===== src/rtl/fetch_queue_unit_if.sv =====
// Fetch-unit bus bundle: IMEM request/response channel plus the decode hand-off.
// master = fetch unit side, slave = IMEM/decode side.
interface fetch_queue_unit_if #(
    parameter int XLEN = 32
);
    logic            imem_req_valid;
    logic [XLEN-1:0] imem_req_addr;
    logic            imem_req_ready;
    logic            imem_rsp_valid;
    logic [31:0]     imem_rsp_data;
    logic            dec_valid;
    logic [31:0]     dec_instr;
    logic [XLEN-1:0] dec_pc;
    logic            dec_ready;

    modport master (
        output imem_req_valid, imem_req_addr,
        input  imem_req_ready,
        input  imem_rsp_valid, imem_rsp_data,
        output dec_valid, dec_instr, dec_pc,
        input  dec_ready
    );

    modport slave (
        input  imem_req_valid, imem_req_addr,
        output imem_req_ready,
        output imem_rsp_valid, imem_rsp_data,
        input  dec_valid, dec_instr, dec_pc,
        output dec_ready
    );
endinterface


===== src/rtl/fetch_queue_unit.sv =====
// Instruction-fetch front end: PC, credit-limited IMEM requests, in-order prefetch FIFO.
// Optional macro FETCH_PERF_CNT_EN adds perf_starve / perf_flush saturating counters.
module fetch_queue_unit #(
    parameter int              XLEN     = 32,
    parameter int              DEPTH    = 4,
    parameter int              MAX_OUT  = 2,
    parameter logic [XLEN-1:0] RESET_PC = '0
) (
    input  logic               Clk,
    input  logic               Reset,
    input  logic               Redirect,
    input  logic [XLEN-1:0]    RedirectPC,
    fetch_queue_unit_if.master fq
`ifdef FETCH_PERF_CNT_EN
    ,
    output logic [31:0]        perf_starve,
    output logic [31:0]        perf_flush
`endif
);
    localparam int PTR_W = (DEPTH > 1) ? $clog2(DEPTH) : 1;
    localparam int CNT_W = $clog2(DEPTH + 1);
    localparam int IF_W  = $clog2(MAX_OUT + 1);
    localparam logic [XLEN-1:0] PC_STEP = XLEN'(4);

    logic [XLEN-1:0]  pc_reg;
    logic [XLEN-1:0]  rsp_pc_reg;
    logic [CNT_W-1:0] count_reg;
    logic [IF_W-1:0]  inflight_reg;
    logic [IF_W-1:0]  drop_reg;
    logic [PTR_W-1:0] rd_ptr_reg;
    logic [PTR_W-1:0] wr_ptr_reg;

    logic [XLEN+31:0] slot_data [DEPTH];
    logic [XLEN+31:0] head_data;
    logic [CNT_W:0]   occupancy;
    logic [XLEN-1:0]  redirect_target;
    logic             req_valid;
    logic             accept;
    logic             rsp_fire;
    logic             push;
    logic             pop;
    logic             dec_valid;

    // Queued entries plus outstanding requests form the credit pool, so every kept
    // response is guaranteed a free slot and the response channel needs no backpressure.
    assign occupancy       = {1'b0, count_reg} + (CNT_W + 1)'(inflight_reg);
    assign req_valid       = !Reset && !Redirect
                             && (inflight_reg < IF_W'(MAX_OUT))
                             && (occupancy < (CNT_W + 1)'(DEPTH));
    assign accept          = req_valid && fq.imem_req_ready;
    assign rsp_fire        = fq.imem_rsp_valid && (inflight_reg != '0);
    assign push            = rsp_fire && (drop_reg == '0) && !Redirect;
    assign dec_valid       = (count_reg != '0);
    assign pop             = dec_valid && fq.dec_ready && !Redirect;
    assign redirect_target = RedirectPC & ~XLEN'(3);

    assign head_data         = slot_data[rd_ptr_reg];
    assign fq.imem_req_valid = req_valid;
    assign fq.imem_req_addr  = pc_reg;
    assign fq.dec_valid      = dec_valid;
    assign fq.dec_pc         = dec_valid ? head_data[XLEN+31:32] : '0;
    assign fq.dec_instr      = dec_valid ? head_data[31:0] : '0;

    always_ff @(posedge Clk) begin
        if (Reset) begin
            pc_reg       <= RESET_PC;
            rsp_pc_reg   <= RESET_PC;
            count_reg    <= '0;
            inflight_reg <= '0;
            drop_reg     <= '0;
            rd_ptr_reg   <= '0;
            wr_ptr_reg   <= '0;
        end else if (Redirect) begin
            // Everything still outstanding after this cycle belongs to the old stream.
            pc_reg       <= redirect_target;
            rsp_pc_reg   <= redirect_target;
            count_reg    <= '0;
            rd_ptr_reg   <= '0;
            wr_ptr_reg   <= '0;
            inflight_reg <= inflight_reg - IF_W'(rsp_fire);
            drop_reg     <= inflight_reg - IF_W'(rsp_fire);
        end else begin
            if (accept) begin
                pc_reg <= pc_reg + PC_STEP;
            end
            inflight_reg <= inflight_reg + IF_W'(accept) - IF_W'(rsp_fire);
            if (rsp_fire && (drop_reg != '0)) begin
                drop_reg <= drop_reg - IF_W'(1);
            end
            if (push) begin
                rsp_pc_reg <= rsp_pc_reg + PC_STEP;
                wr_ptr_reg <= wr_ptr_reg + PTR_W'(1);
            end
            if (pop) begin
                rd_ptr_reg <= rd_ptr_reg + PTR_W'(1);
            end
            count_reg <= count_reg + CNT_W'(push) - CNT_W'(pop);
        end
    end

    // Payload slots carry no reset; the decode outputs are masked while the FIFO is empty.
    genvar gi;
    generate
        for (gi = 0; gi < DEPTH; gi++) begin : g_slot
            logic [XLEN+31:0] entry_reg;
            always_ff @(posedge Clk) begin
                if (push && (wr_ptr_reg == PTR_W'(gi))) begin
                    entry_reg <= {rsp_pc_reg, fq.imem_rsp_data};
                end
            end
            assign slot_data[gi] = entry_reg;
        end
    endgenerate

`ifdef FETCH_PERF_CNT_EN
    always_ff @(posedge Clk) begin
        if (Reset) begin
            perf_starve <= '0;
            perf_flush  <= '0;
        end else begin
            if (fq.dec_ready && !dec_valid && (perf_starve != '1)) begin
                perf_starve <= perf_starve + 32'd1;
            end
            if (Redirect && (perf_flush != '1)) begin
                perf_flush <= perf_flush + 32'd1;
            end
        end
    end
`endif
endmodule

===== src/flat_wrapper.sv =====
// flat-port wrapper written by rule: the top's interface ports become plain ports
module fetch_queue_unit_flat 
#(
    parameter int              XLEN     = 32,
    parameter int              DEPTH    = 4,
    parameter int              MAX_OUT  = 2,
    parameter logic [XLEN-1:0] RESET_PC = '0
)
  (Clk, Reset, Redirect, RedirectPC, fq_imem_req_valid, fq_imem_req_addr, fq_imem_req_ready, fq_imem_rsp_valid, fq_imem_rsp_data, fq_dec_valid, fq_dec_instr, fq_dec_pc, fq_dec_ready);
  fetch_queue_unit_if #(.XLEN(XLEN)) fq_i ();
  input  logic Clk;
  input  logic Reset;
  input  logic Redirect;
  input  logic [XLEN-1:0] RedirectPC;
  output wire logic [$bits(fq_i.imem_req_valid)-1:0] fq_imem_req_valid;
  output wire logic [$bits(fq_i.imem_req_addr)-1:0] fq_imem_req_addr;
  input wire logic [$bits(fq_i.imem_req_ready)-1:0] fq_imem_req_ready;
  input wire logic [$bits(fq_i.imem_rsp_valid)-1:0] fq_imem_rsp_valid;
  input wire logic [$bits(fq_i.imem_rsp_data)-1:0] fq_imem_rsp_data;
  output wire logic [$bits(fq_i.dec_valid)-1:0] fq_dec_valid;
  output wire logic [$bits(fq_i.dec_instr)-1:0] fq_dec_instr;
  output wire logic [$bits(fq_i.dec_pc)-1:0] fq_dec_pc;
  input wire logic [$bits(fq_i.dec_ready)-1:0] fq_dec_ready;
  assign fq_imem_req_valid = fq_i.imem_req_valid;
  assign fq_imem_req_addr = fq_i.imem_req_addr;
  assign fq_i.imem_req_ready = fq_imem_req_ready;
  assign fq_i.imem_rsp_valid = fq_imem_rsp_valid;
  assign fq_i.imem_rsp_data = fq_imem_rsp_data;
  assign fq_dec_valid = fq_i.dec_valid;
  assign fq_dec_instr = fq_i.dec_instr;
  assign fq_dec_pc = fq_i.dec_pc;
  assign fq_i.dec_ready = fq_dec_ready;
  fetch_queue_unit #(.XLEN(XLEN), .DEPTH(DEPTH), .MAX_OUT(MAX_OUT), .RESET_PC(RESET_PC)) u_core (.Clk(Clk), .Reset(Reset), .Redirect(Redirect), .RedirectPC(RedirectPC), .fq(fq_i));
endmodule

===== config.mk =====
export PLATFORM = sky130hd
export DESIGN_NAME = fetch_queue_unit_flat
export DESIGN_NICKNAME = d
export VERILOG_FILES = /design/src/rtl/fetch_queue_unit_if.sv /design/src/rtl/fetch_queue_unit.sv /design/src/flat_wrapper.sv
export SDC_FILE = /design/constraint.sdc
export NUM_CORES = 1
export LEC_CHECK = 0
export CORE_ASPECT_RATIO = 0.5
export CORE_MARGIN = 2
export CORE_UTILIZATION = 50
export CTS_CLUSTER_DIAMETER = 50
export DETAILED_ROUTE_END_ITERATION = 6
export GPL_TIMING_DRIVEN = 0
export HOLD_SLACK_MARGIN = 0.1
export PLACE_DENSITY = 0.73
export SKIP_LAST_GASP = 1
export SYNTH_ARGS = -nofsm -noshare
export SYNTH_HDL_FRONTEND = slang
export SYNTH_SLANG_ARGS = --single-unit

===== constraint.sdc =====
create_clock -name Clk -period 4.17 [get_ports Clk]
set_clock_uncertainty 0.2 [all_clocks]
set_input_delay 1.251 -clock Clk [delete_from_list [all_inputs] [get_ports Clk]]
set_output_delay 1.251 -clock Clk [all_outputs]
set_load 0.01 [all_outputs]

==> impl_metrics.env, run 1 <==
export IMPL_worst_path_max_fanout=8
export IMPL_vias_per_cell=5.67
export IMPL_overflow=0
export IMPL_final_hold_viol_count=0
export IMPL_maxCapViolations=0
export IMPL_drt_drc_violations_left=0
export IMPL_timing_final_ws_setup_ps=89.8
export IMPL_footprint_of_the_multi_input_gates_um2=4180
export IMPL_cts_tree="yes"
export IMPL_fp_dieH_um=119
export IMPL_h_tree_depth=1
export IMPL_grtUsageMet2_pct=36.6
export IMPL_pin_count_of_the_biggest_net_entering_global_routing=57
export IMPL_number_of_setup_buffers_added_after_cts=0
export IMPL_groute_layer_met1_usage_pct=31.3
export IMPL_area_share_of_xor_xnor_cells_in_the_synthesized_design_pct=2.37
export IMPL_drive_above_1_share_pct=12.9
export IMPL_tightestPinTransition_ps=1060
export IMPL_design_final_nets=1172
export IMPL_final_max_slew_viol_count=0
export IMPL_leakagePower_nw=5.27
export IMPL_fin_setup_tns_ps=0
export IMPL_die_area_um2=28100
export IMPL_synthSimpleGateAreaFrac_pct=11.2
export IMPL_hold_path_class="reg2reg"
export IMPL_synthesized_netlist_cell_count=893
export IMPL_startpoint_type="input port"
export IMPL_wl_um=30600
export IMPL_cp_data_required_time_ps=2720
export IMPL_combinational_family_with_the_most_area_after_synthesis="simple AND/OR/NAND/NOR gates"
export IMPL_min_period_over_period_pct=97.8
export IMPL_synth_seq_cells=319
export IMPL_ff_latch_area_um2=8870
export IMPL_numCtsBuffers=29
export IMPL_power_density_nw_per_um2=421
export IMPL_gr_max_usage_layer="met2"
export IMPL_worst_r2r_startpoint="u_core.drop_reg[0]"
export IMPL_seq_area_frac_synth_pct=66.6
export IMPL_placement_io_buffers=161
export IMPL_area_growth_syn_to_layout_pct=23.5
export IMPL_pwr_share_comb_pct=9.4
export IMPL_timing_critical_path_from="Redirect"
export IMPL_layout_min_cycle_time_ps=4080
export IMPL_hold_path_startpoint="u_core.fq.imem_req_addr[31]"
export IMPL_postSynth_topFlopCell="edfxtp_1"
export IMPL_die_w_um=235
export IMPL_place_hpwl_um=20600
export IMPL_crit_end="fq_imem_req_valid"
export IMPL_synth_adder_area_share_pct=1.28
export IMPL_post_place_ws_ps=-618
export IMPL_end_kind="output port"
export IMPL_clock_power_share_pct=37.7
export IMPL_post_synthesis_async_set_or_reset_flop_share_pct=0
export IMPL_per_instance_average_area_after_synthesis_um2=14.9
export IMPL_numClockSinks=319
export IMPL_rr_endpoint="u_core.count_reg[2]"
export IMPL_timing_fmax_ghz=0.245
export IMPL_finalWeightedCongestion=0.970
export IMPL_yosys_warnings=0
export IMPL_synth_compound_gate_area_share_pct=5.31
export IMPL_power_report_internal_total_mw=5.35
export IMPL_clk_root_buffer_cell="clkbuf_16"
export IMPL_met3_usage_grt_pct=3.69
export IMPL_report_final_setup_viol=0
export IMPL_placed_cells_incl_taps=1413
export IMPL_synth_edf_count=248
export IMPL_num_rows=42
export IMPL_clkLatencyLatePin_ps=560
export IMPL_antenna_found_initial=0
export IMPL_grt_first_pass_wirelength_um=48200
export IMPL_fin_total_pwr_mw=6.92
export IMPL_postRouteAntennaNets=0
export IMPL_timing_reg2reg_worst_path_depth=10
export IMPL_first_global_vias=8460
export IMPL_min_delay_path_depth=1
export IMPL_grt_setup_unrepaired="true"
export IMPL_global_route_usage_total_pct=22.2
export IMPL_synthMuxAreaShare_pct=10.9
export IMPL_start_util_pct=50.6
export IMPL_worstPathArrival_ps=2630
export IMPL_boundaryPins=168
export IMPL_num_vias=8290
export IMPL_p_seq_share_pct=52.9
export IMPL_n_fill_cell=1945
export IMPL_ys_types=57
export IMPL_design_core_area_um2=26300
export IMPL_post_synthesis_cell_area_um2=13300
export IMPL_ff2ff_setup_slack_ps=1300
export IMPL_run_status="complete, no violations"
export IMPL_largest_register_ffs=248
export IMPL_cts_clk_slew_worst_paths_ps=70
export IMPL_detailedRoute_firstPassIterationCount=6
export IMPL_power_switching_share_pct=22.7
export IMPL_drt_first_iter_violations=585
export IMPL_maxSlewHeadroom_pct=29.3
export IMPL_mostFrequentLayoutCells="248 x edfxtp_1, 159 x clkdlybuf4s50_1, 70 x dfxtp_1, 62 x mux4_2, 62 x nor2b_1"
export IMPL_finalNonFillerCells=1462
export IMPL_mostFrequentLayoutCell="edfxtp_1"
export IMPL_clockBufferDepth=3
export IMPL_power_net_switching_mw=1.57
export IMPL_num_antenna_cells=0
export IMPL_crit_path_kind="in2out"
export IMPL_wl_per_cell_um=20.9
export IMPL_peakVddDrop_mv=0.328
worst max-delay path: stages:
cell	delay (ps)
clkdlybuf4s50_1	500
or2_4	340
nor3_2	240
dlygate4sd2_1	300
power groups by stage:
stage          registers (mW)  logic, mW  clock network (mW)
2_1_floorplan            3.70      0.343                   0
3_3_place_gp             3.72      0.629                   0
3_5_place_dp             3.72      0.652                   0
4_1_cts                  3.66      0.655                2.66
5_1_grt                  3.67      0.709                2.78
6_report                 3.66      0.651                2.61
final cells by class:
class	count	share of cell area, %
Inverter	25	0.601
Clock buffer	39	4.66
Buffer	46	1.42
Multi-Input combinational cell	503	25.4
Tap cell	352	2.68
Clock inverter	13	0.867
Sequential cell	319	53.9
Timing Repair Buffer	165	10.5
worst min-delay path by stage:
| stage | slack [ps] | endpoint |
|---|---|---|
| after floorplan | 280 | u_core.g_slot[0].entry_reg[63] |
| after global placement | 300 | u_core.fq.imem_req_addr[31] |
| after detailed placement | 310 | u_core.fq.imem_req_addr[31] |
| after CTS | 320 | u_core.fq.imem_req_addr[31] |
| after global routing | 350 | u_core.fq.imem_req_addr[3] |
| final | 310 | u_core.fq.imem_req_addr[31] |
cell families (layout without fill, tap and decap cells):
logic type                 after synthesis  count (layout)
DFF                                    319             319
and+or+nand+nor                        275             275
AOI/OAI and AO/OA                      108             108
buffers and inverters                   74             288
muxes                                   67              67
xor gates and xnor gates                36              36
adders and majority gates               13              13
other                                    1               4
through the flow:
step / utilization, % / hold WS (ps) / instance area (µm²)
global route: 62.5 / 350 / 16500
CTS: 62.4 / 319 / 16400
global placement: 58.4 / 302 / 15400
finish: 62.5 / 313 / 16500
floorplan: - / 280 / 13300
detailed placement: 58.9 / 310 / 15500
cell usage after synthesis, types with 5 or more instances:
master    number  share of area (%)
a211oi_1      16               0.90
a21boi_0       6               0.34
a21oi_1       26               0.98
a31oi_1       14               0.66
and2_1        12               0.56
and3_1         8               0.38
and4_1         6               0.39
buf_2          8               0.30
buf_4          5               0.28
clkbuf_1      32               0.90
dfxtp_1       71                 11
edfxtp_1     248                 56
ha_1          12                1.1
inv_1         24               0.68
mux4_2        62                 10
nand2_1       45                1.3
nand3_1       26               0.98
nand4_1       19               0.89
nor2_1        52                1.5
nor2b_1       62                2.9
nor3_1        13               0.49
nor4_1         7               0.33
o211ai_1      10               0.56
o21ai_0       14               0.53
or3_1          8               0.38
or4_1          5               0.28
xnor2_1       18                1.2
xor2_1        18                1.2
routing by layer:
layer | up-vias | wire (µm)
li1 | 3823 | -
met1 | 4161 | 13700
met2 | 259 | 14600
met3 | 47 | 1700
met4 | 0 | 602
met5 | - | 0
repair_timing:
item | 4_1_cts | 5_1_grt
hold buffers | 0 | 0
gates cloned | 0 | 0
endpoints found under the setup margin | 62 | 42
pin swaps | 1 | 1
gates resized for setup | 13 | 10
No activity file was read; power rests on OpenSTA's default activity.
==> inputs of run 2 (changes only) <==
--- a/config.mk
+++ b/config.mk
@@ -5,7 +5,7 @@
 export SDC_FILE = /design/constraint.sdc
 export NUM_CORES = 1
 export LEC_CHECK = 0
-export CORE_ASPECT_RATIO = 0.5
+export CORE_ASPECT_RATIO = 1.2
 export CORE_MARGIN = 2
 export CORE_UTILIZATION = 50
 export CTS_CLUSTER_DIAMETER = 50
==> constraint.sdc (replaced) <==
create_clock -name Clk -period 4.88 [get_ports Clk]
set_clock_uncertainty 0.2 [all_clocks]
set_input_delay 1.464 -clock Clk [delete_from_list [all_inputs] [get_ports Clk]]
set_output_delay 1.464 -clock Clk [all_outputs]
set_load 0.01 [all_outputs]
==> run 2 against run 1 <==
Die area shrank 0.26%. Flip-flop and latch count did not move. Non-clock buffer count up 2. Sequential power is 14% lower. Final cell count is 0.41% lower. Global-route usage shrank 0.46 points. First-iteration DRC count fell by 17%. Power decreased by 10%. Largest cell class unchanged.
==> impl_metrics.env, run 2 (same netlist as run 1, synthesis figures left out) <==
export IMPL_finalNonFillerCells=1456
export IMPL_place_hpwl_um=20400
export IMPL_end_kind="output port"
export IMPL_ff2ff_setup_slack_ps=2020
export IMPL_num_antenna_cells=0
export IMPL_design_final_nets=1179
export IMPL_boundaryPins=168
export IMPL_timing_critical_path_cells="clkdlybuf4s50_1 -> or2_4 -> nor3_2 -> clkdlybuf4s50_1"
export IMPL_worstPathArrival_ps=3060
export IMPL_tightestPinTransition_ps=1130
export IMPL_placed_cells_incl_taps=1397
export IMPL_min_period_over_period_pct=96.9
export IMPL_rr_endpoint="u_core.g_slot[1].entry_reg[10]"
export IMPL_timing_reg2reg_worst_path_depth=6
export IMPL_power_net_switching_mw=1.41
export IMPL_crit_path_kind="in2out"
export IMPL_largest_register_ffs=248
export IMPL_final_max_slew_viol_count=0
export IMPL_crit_path_top_delay_cell="clkdlybuf4s50_1"
export IMPL_footprint_of_the_multi_input_gates_um2=4170
export IMPL_power_switching_share_pct=22.7
export IMPL_h_tree_depth=2
export IMPL_start_util_pct=50.7
export IMPL_clockBufferDepth=3
export IMPL_die_w_um=153
export IMPL_pwr_share_comb_pct=9.0
export IMPL_final_hold_viol_count=0
export IMPL_drt_first_iter_violations=484
export IMPL_placement_io_buffers=161
export IMPL_num_rows=65
export IMPL_area_growth_syn_to_layout_pct=24.5
export IMPL_numClockSinks=319
export IMPL_finalWeightedCongestion=0.904
export IMPL_design_core_area_um2=26300
export IMPL_overflow=0
export IMPL_mostFrequentLayoutCell="edfxtp_1"
export IMPL_first_global_vias=8561
export IMPL_startpoint_type="input port"
export IMPL_report_final_setup_viol=0
export IMPL_timing_critical_path_buf_inv=2
export IMPL_peakVddDrop_mv=0.200
export IMPL_path_delay_family="buffers and inverters"
export IMPL_worst_path_max_fanout=8
export IMPL_clkLatencyLatePin_ps=510
export IMPL_crit_path_max_incr_delay_ps=560
export IMPL_power_density_nw_per_um2=374
export IMPL_power_report_internal_total_mw=4.80
export IMPL_numCtsBuffers=34
export IMPL_layout_min_cycle_time_ps=4730
export IMPL_drive_above_1_share_pct=13.1
export IMPL_maxCapViolations=0
export IMPL_postRouteAntennaNets=0
export IMPL_final_area_um2=16600
export IMPL_antenna_found_initial=0
export IMPL_leakagePower_nw=5.33
export IMPL_run_status="complete, no violations"
export IMPL_ff_latch_area_um2=8870
export IMPL_dpl_cell_area_um2=15500
export IMPL_cts_tree="yes"
export IMPL_die_area_um2=28000
export IMPL_drt_drc_violations_left=0
export IMPL_timing_fmax_ghz=0.212
export IMPL_global_route_usage_total_pct=21.8
export IMPL_cp_data_required_time_ps=3220
export IMPL_cts_clk_slew_worst_paths_ps=60
export IMPL_pin_count_of_the_biggest_net_entering_global_routing=47
export IMPL_clock_power_share_pct=40.7
export IMPL_hold_path_class="reg2reg"
export IMPL_wl_um=30200
export IMPL_wl_per_cell_um=20.8
export IMPL_detailedRoute_firstPassIterationCount=7
export IMPL_worst_r2r_startpoint="u_core.drop_reg[0]"
export IMPL_grt_first_pass_wirelength_um=47100
export IMPL_num_vias=8332
export IMPL_min_delay_worst_endpoint="u_core.fq.imem_req_addr[12]"
export IMPL_n_fill_cell=1930
export IMPL_clk_root_buffer_cell="clkbuf_16"
export IMPL_maxSlewHeadroom_pct=24.3
export IMPL_vias_per_cell=5.72
export IMPL_min_delay_path_depth=2
export IMPL_hold_path_startpoint="u_core.fq.imem_req_addr[12]"
export IMPL_fp_dieH_um=183
export IMPL_grt_setup_unrepaired="false"
export IMPL_mostFrequentLayoutCells="248 x edfxtp_1, 161 x clkdlybuf4s50_1, 71 x dfxtp_1, 62 x mux4_2, 62 x nor2b_1"
export IMPL_p_seq_share_pct=50.3
export IMPL_critical_path_top_cell_by_count="clkdlybuf4s50_1"
run 2: cell types whose count changed in the layout (fill, tap and decap cells not counted), sizes merged:
cell and change:
clkdlybuf4s50 +2, clkinv +6, clkinvlp +1, inv +2
clkbuf -2, dlymetal6s2s -1, buf +4, dlygate4sd2 -1
run 2: how the worst max path moves through the flow:
stage / endpoint / cells after the start / slack [ps] / from
finish: fq_imem_req_valid / 4 / 150 / Reset
CTS: fq_dec_pc[8] / 5 / 50 / u_core.rd_ptr_reg[0]
global placement: u_core.g_slot[0].entry_reg[8] / 5 / -1280 / Redirect
detailed placement: fq_imem_req_valid / 5 / -120 / Reset
global route: fq_dec_pc[12] / 5 / 70 / u_core.rd_ptr_reg[1]
floorplan: u_core.g_slot[0].entry_reg[0] / 4 / 710 / Redirect
run 2: what timing repair did:
action / 4_1_cts / 5_1_grt
endpoints found under the setup margin: 1 / 21
gates resized for setup: 1 / 1
pin swaps: 0 / 0
setup buffers: 0 / 0
hold buffers: 0 / 0
run 2: layout make-up:
type | instances | area share, %
clock inverters | 22 | 1.26
flip-flops and latches | 319 | 53.5
repair buffers | 166 | 10.4
plain buffers | 47 | 1.28
inverters | 25 | 0.596
well taps | 335 | 2.53
clock buffers | 39 | 5.37
multi-input cells | 503 | 25.1
run 2: worst register-to-register path, delay by kind of cell, from the launching register on:
family,cells,cell delay [ps]
buffers and inverters,2,380
adders and majority gates,1,230
and+or+nand+nor,2,990
AOI/OAI and AO/OA,1,440
DFF,1,310
run 2: per-stage QoR:
stage	setup WS, ps	total power, mW	TNS [ps]	utilization [%]	hold WS, ps
2_1_floorplan	705	3.45	0	-	280
3_3_place_gp	-1280	3.72	-311070	58.5	305
3_5_place_dp	-122	3.74	-122	59.0	310
4_1_cts	47.3	6.25	0	63.2	327
5_1_grt	70.3	6.43	0	63.1	356
6_report	153	6.21	0	63.1	329
run 2: power groups by stage:
stage	clock, mW	sequential, mW	combinational, mW
after floorplan	0	3.16	0.293
after global placement	0	3.18	0.539
after detailed placement	0	3.18	0.559
after CTS	2.57	3.12	0.563
after global routing	2.69	3.14	0.608
final	2.53	3.13	0.559
run 2: layer usage:
| metal | part of all wire, % | up-vias | GRT usage, % |
|---|---|---|---|
| met3 | 6.8 | 47 | 3.85 |
| met2 | 49 | 336 | 36.7 |
| li1 | - | 3831 | - |
| met5 | 0 | - | 0 |
| met1 | 42 | 4118 | 28.6 |
| met4 | 2.6 | 0 | 7.81 |
==> inputs of run 3 (changes only) <==
--- a/config.mk
+++ b/config.mk
@@ -13,6 +13,7 @@
 export GPL_TIMING_DRIVEN = 0
 export HOLD_SLACK_MARGIN = 0.1
 export PLACE_DENSITY = 0.73
+export SKIP_CTS_REPAIR_TIMING = 1
 export SKIP_LAST_GASP = 1
 export SYNTH_ARGS = -nofsm -noshare
 export SYNTH_HDL_FRONTEND = slang
==> run 3 against run 2 <==
Register-to-register slack worse by 20 ps. Final cell count is the same. Flip-flop and latch count unchanged. Hold slack improved by 0.74 ps. Maximum frequency down 1.9%. Critical path depth stayed put. Worst setup slack got worse by 90 ps. Largest cell class unchanged.
==> impl_metrics.env, run 3 (same netlist as run 1, synthesis figures left out) <==
export IMPL_run_status="complete, no violations"
export IMPL_drive_above_1_share_pct=13.1
export IMPL_crit_path_top_delay_cell="clkdlybuf4s50_1"
export IMPL_largest_register_ffs=248
export IMPL_grt_first_pass_wirelength_um=47100
export IMPL_groute_layer_met1_usage_pct=28.6
export IMPL_timing_critical_path_cells="clkdlybuf4s50_1 -> or2_2 -> nor3_2 -> clkdlybuf4s50_1"
export IMPL_vias_per_cell=5.73
export IMPL_area_growth_syn_to_layout_pct=24.5
export IMPL_pin_count_of_the_biggest_net_entering_global_routing=47
export IMPL_cts_clk_slew_worst_paths_ps=60
export IMPL_gr_max_usage_layer="met2"
export IMPL_boundaryPins=168
export IMPL_min_period_over_period_pct=98.7
export IMPL_postRouteAntennaNets=0
export IMPL_cp_data_required_time_ps=3220
export IMPL_fp_dieH_um=183
export IMPL_dpl_cell_area_um2=15500
export IMPL_drt_first_iter_violations=477
export IMPL_final_max_slew_viol_count=0
export IMPL_fin_setup_tns_ps=0
export IMPL_numCtsBuffers=34
export IMPL_die_area_um2=28000
export IMPL_overflow=0
export IMPL_layout_min_cycle_time_ps=4820
export IMPL_maxCapViolations=0
export IMPL_power_density_nw_per_um2=374
export IMPL_clk_root_buffer_cell="clkbuf_16"
export IMPL_crit_path_kind="in2out"
export IMPL_first_global_vias=8542
export IMPL_report_final_setup_viol=0
export IMPL_timing_critical_path_buf_inv=2
export IMPL_num_vias=8342
export IMPL_detailedRoute_firstPassIterationCount=7
export IMPL_num_antenna_cells=0
export IMPL_h_tree_depth=2
export IMPL_clkLatencyLatePin_ps=510
export IMPL_met3_usage_grt_pct=3.85
export IMPL_tightestPinTransition_ps=1150
export IMPL_numClockSinks=319
export IMPL_timing_fmax_ghz=0.208
export IMPL_crit_path_max_incr_delay_ps=560
export IMPL_worstPathArrival_ps=3150
export IMPL_leakagePower_nw=5.33
export IMPL_final_core_utilization_pct=63.1
export IMPL_placement_io_buffers=161
export IMPL_hold_path_class="reg2reg"
export IMPL_mostFrequentLayoutCell="edfxtp_1"
export IMPL_die_w_um=153
export IMPL_worst_path_max_fanout=8
export IMPL_global_route_usage_total_pct=21.7
export IMPL_clockBufferDepth=3
export IMPL_grtUsageMet2_pct=36.6
export IMPL_design_final_nets=1179
export IMPL_wl_um=30200
export IMPL_final_hold_viol_count=0
export IMPL_startpoint_type="input port"
export IMPL_finalWeightedCongestion=0.904
export IMPL_place_hpwl_um=20400
export IMPL_mostFrequentLayoutCells="248 x edfxtp_1, 161 x clkdlybuf4s50_1, 71 x dfxtp_1, 62 x mux4_2, 62 x nor2b_1"
export IMPL_end_kind="output port"
export IMPL_design_core_area_um2=26300
export IMPL_grt_setup_unrepaired="true"
export IMPL_maxSlewHeadroom_pct=22.4
export IMPL_drt_drc_violations_left=0
export IMPL_n_fill_cell=1932
export IMPL_cts_tree="yes"
export IMPL_start_util_pct=50.7
export IMPL_path_delay_family="buffers and inverters"
export IMPL_num_rows=65
export IMPL_final_area_um2=16600
export IMPL_antenna_found_initial=0
export IMPL_peakVddDrop_mv=0.200
export IMPL_wl_per_cell_um=20.8
export IMPL_critical_path_top_cell_by_count="clkdlybuf4s50_1"
==> run 3: cell counts in the layout (fill, tap and decap cells not counted) <==
No cell type changed its count.
==> run 3: final timing paths <==
kind | start | cells after the start | end | slack [ps]
worst max-delay path | Reset | 4 | fq_imem_req_valid | 60
worst min-delay path | u_core.fq.imem_req_addr[12] | 2 | u_core.fq.imem_req_addr[12] | 330
worst max register to register | u_core.drop_reg[0] | 6 | u_core.g_slot[1].entry_reg[30] | 2000
worst min register to register | u_core.fq.imem_req_addr[12] | 2 | u_core.fq.imem_req_addr[12] | 330
==> run 3: per-stage QoR <==
stage	power [mW]	hold WS [ps]	setup WS [ps]	std cells
after floorplan	3.45	280	705	896
after global placement	3.72	305	-1280	1392
after detailed placement	3.74	310	-122	1397
after CTS	6.25	327	-145	1458
after global routing	6.43	356	-16.9	1456
final	6.21	330	62.9	1456
==> run 3: worst register-to-register path, stage by stage, from the launching register on <==
cell and delay (ps):
dfxtp_1 300, inv_1 80, ha_1 230, o211ai_1 440, nor2_1 480, and2_4 520
buf_12 300
==> run 3: layout make-up <==
cell class	count	area (µm²)	area share [%]
clock buffers	39	891	5.37
well taps	335	419	2.53
clock inverters	22	209	1.26
plain buffers	47	213	1.28
repair buffers	166	1720	10.4
inverters	25	98.8	0.596
multi-input cells	503	4170	25.1
flip-flops and latches	319	8870	53.5
==> run 3: layer usage <==
metal | up-vias | wire [µm]
met5 | - | 0
met4 | 0 | 820
met3 | 50 | 1990
met2 | 327 | 14900
met1 | 4131 | 12500
li1 | 3834 | -
==> run 3: where the power goes <==
group	total (mW)	internal [mW]	switching [mW]
clock	2.52	1.48	1.04
combinational	0.558	0.276	0.282
sequential	3.13	3.04	0.0875
total	6.21	4.80	1.41
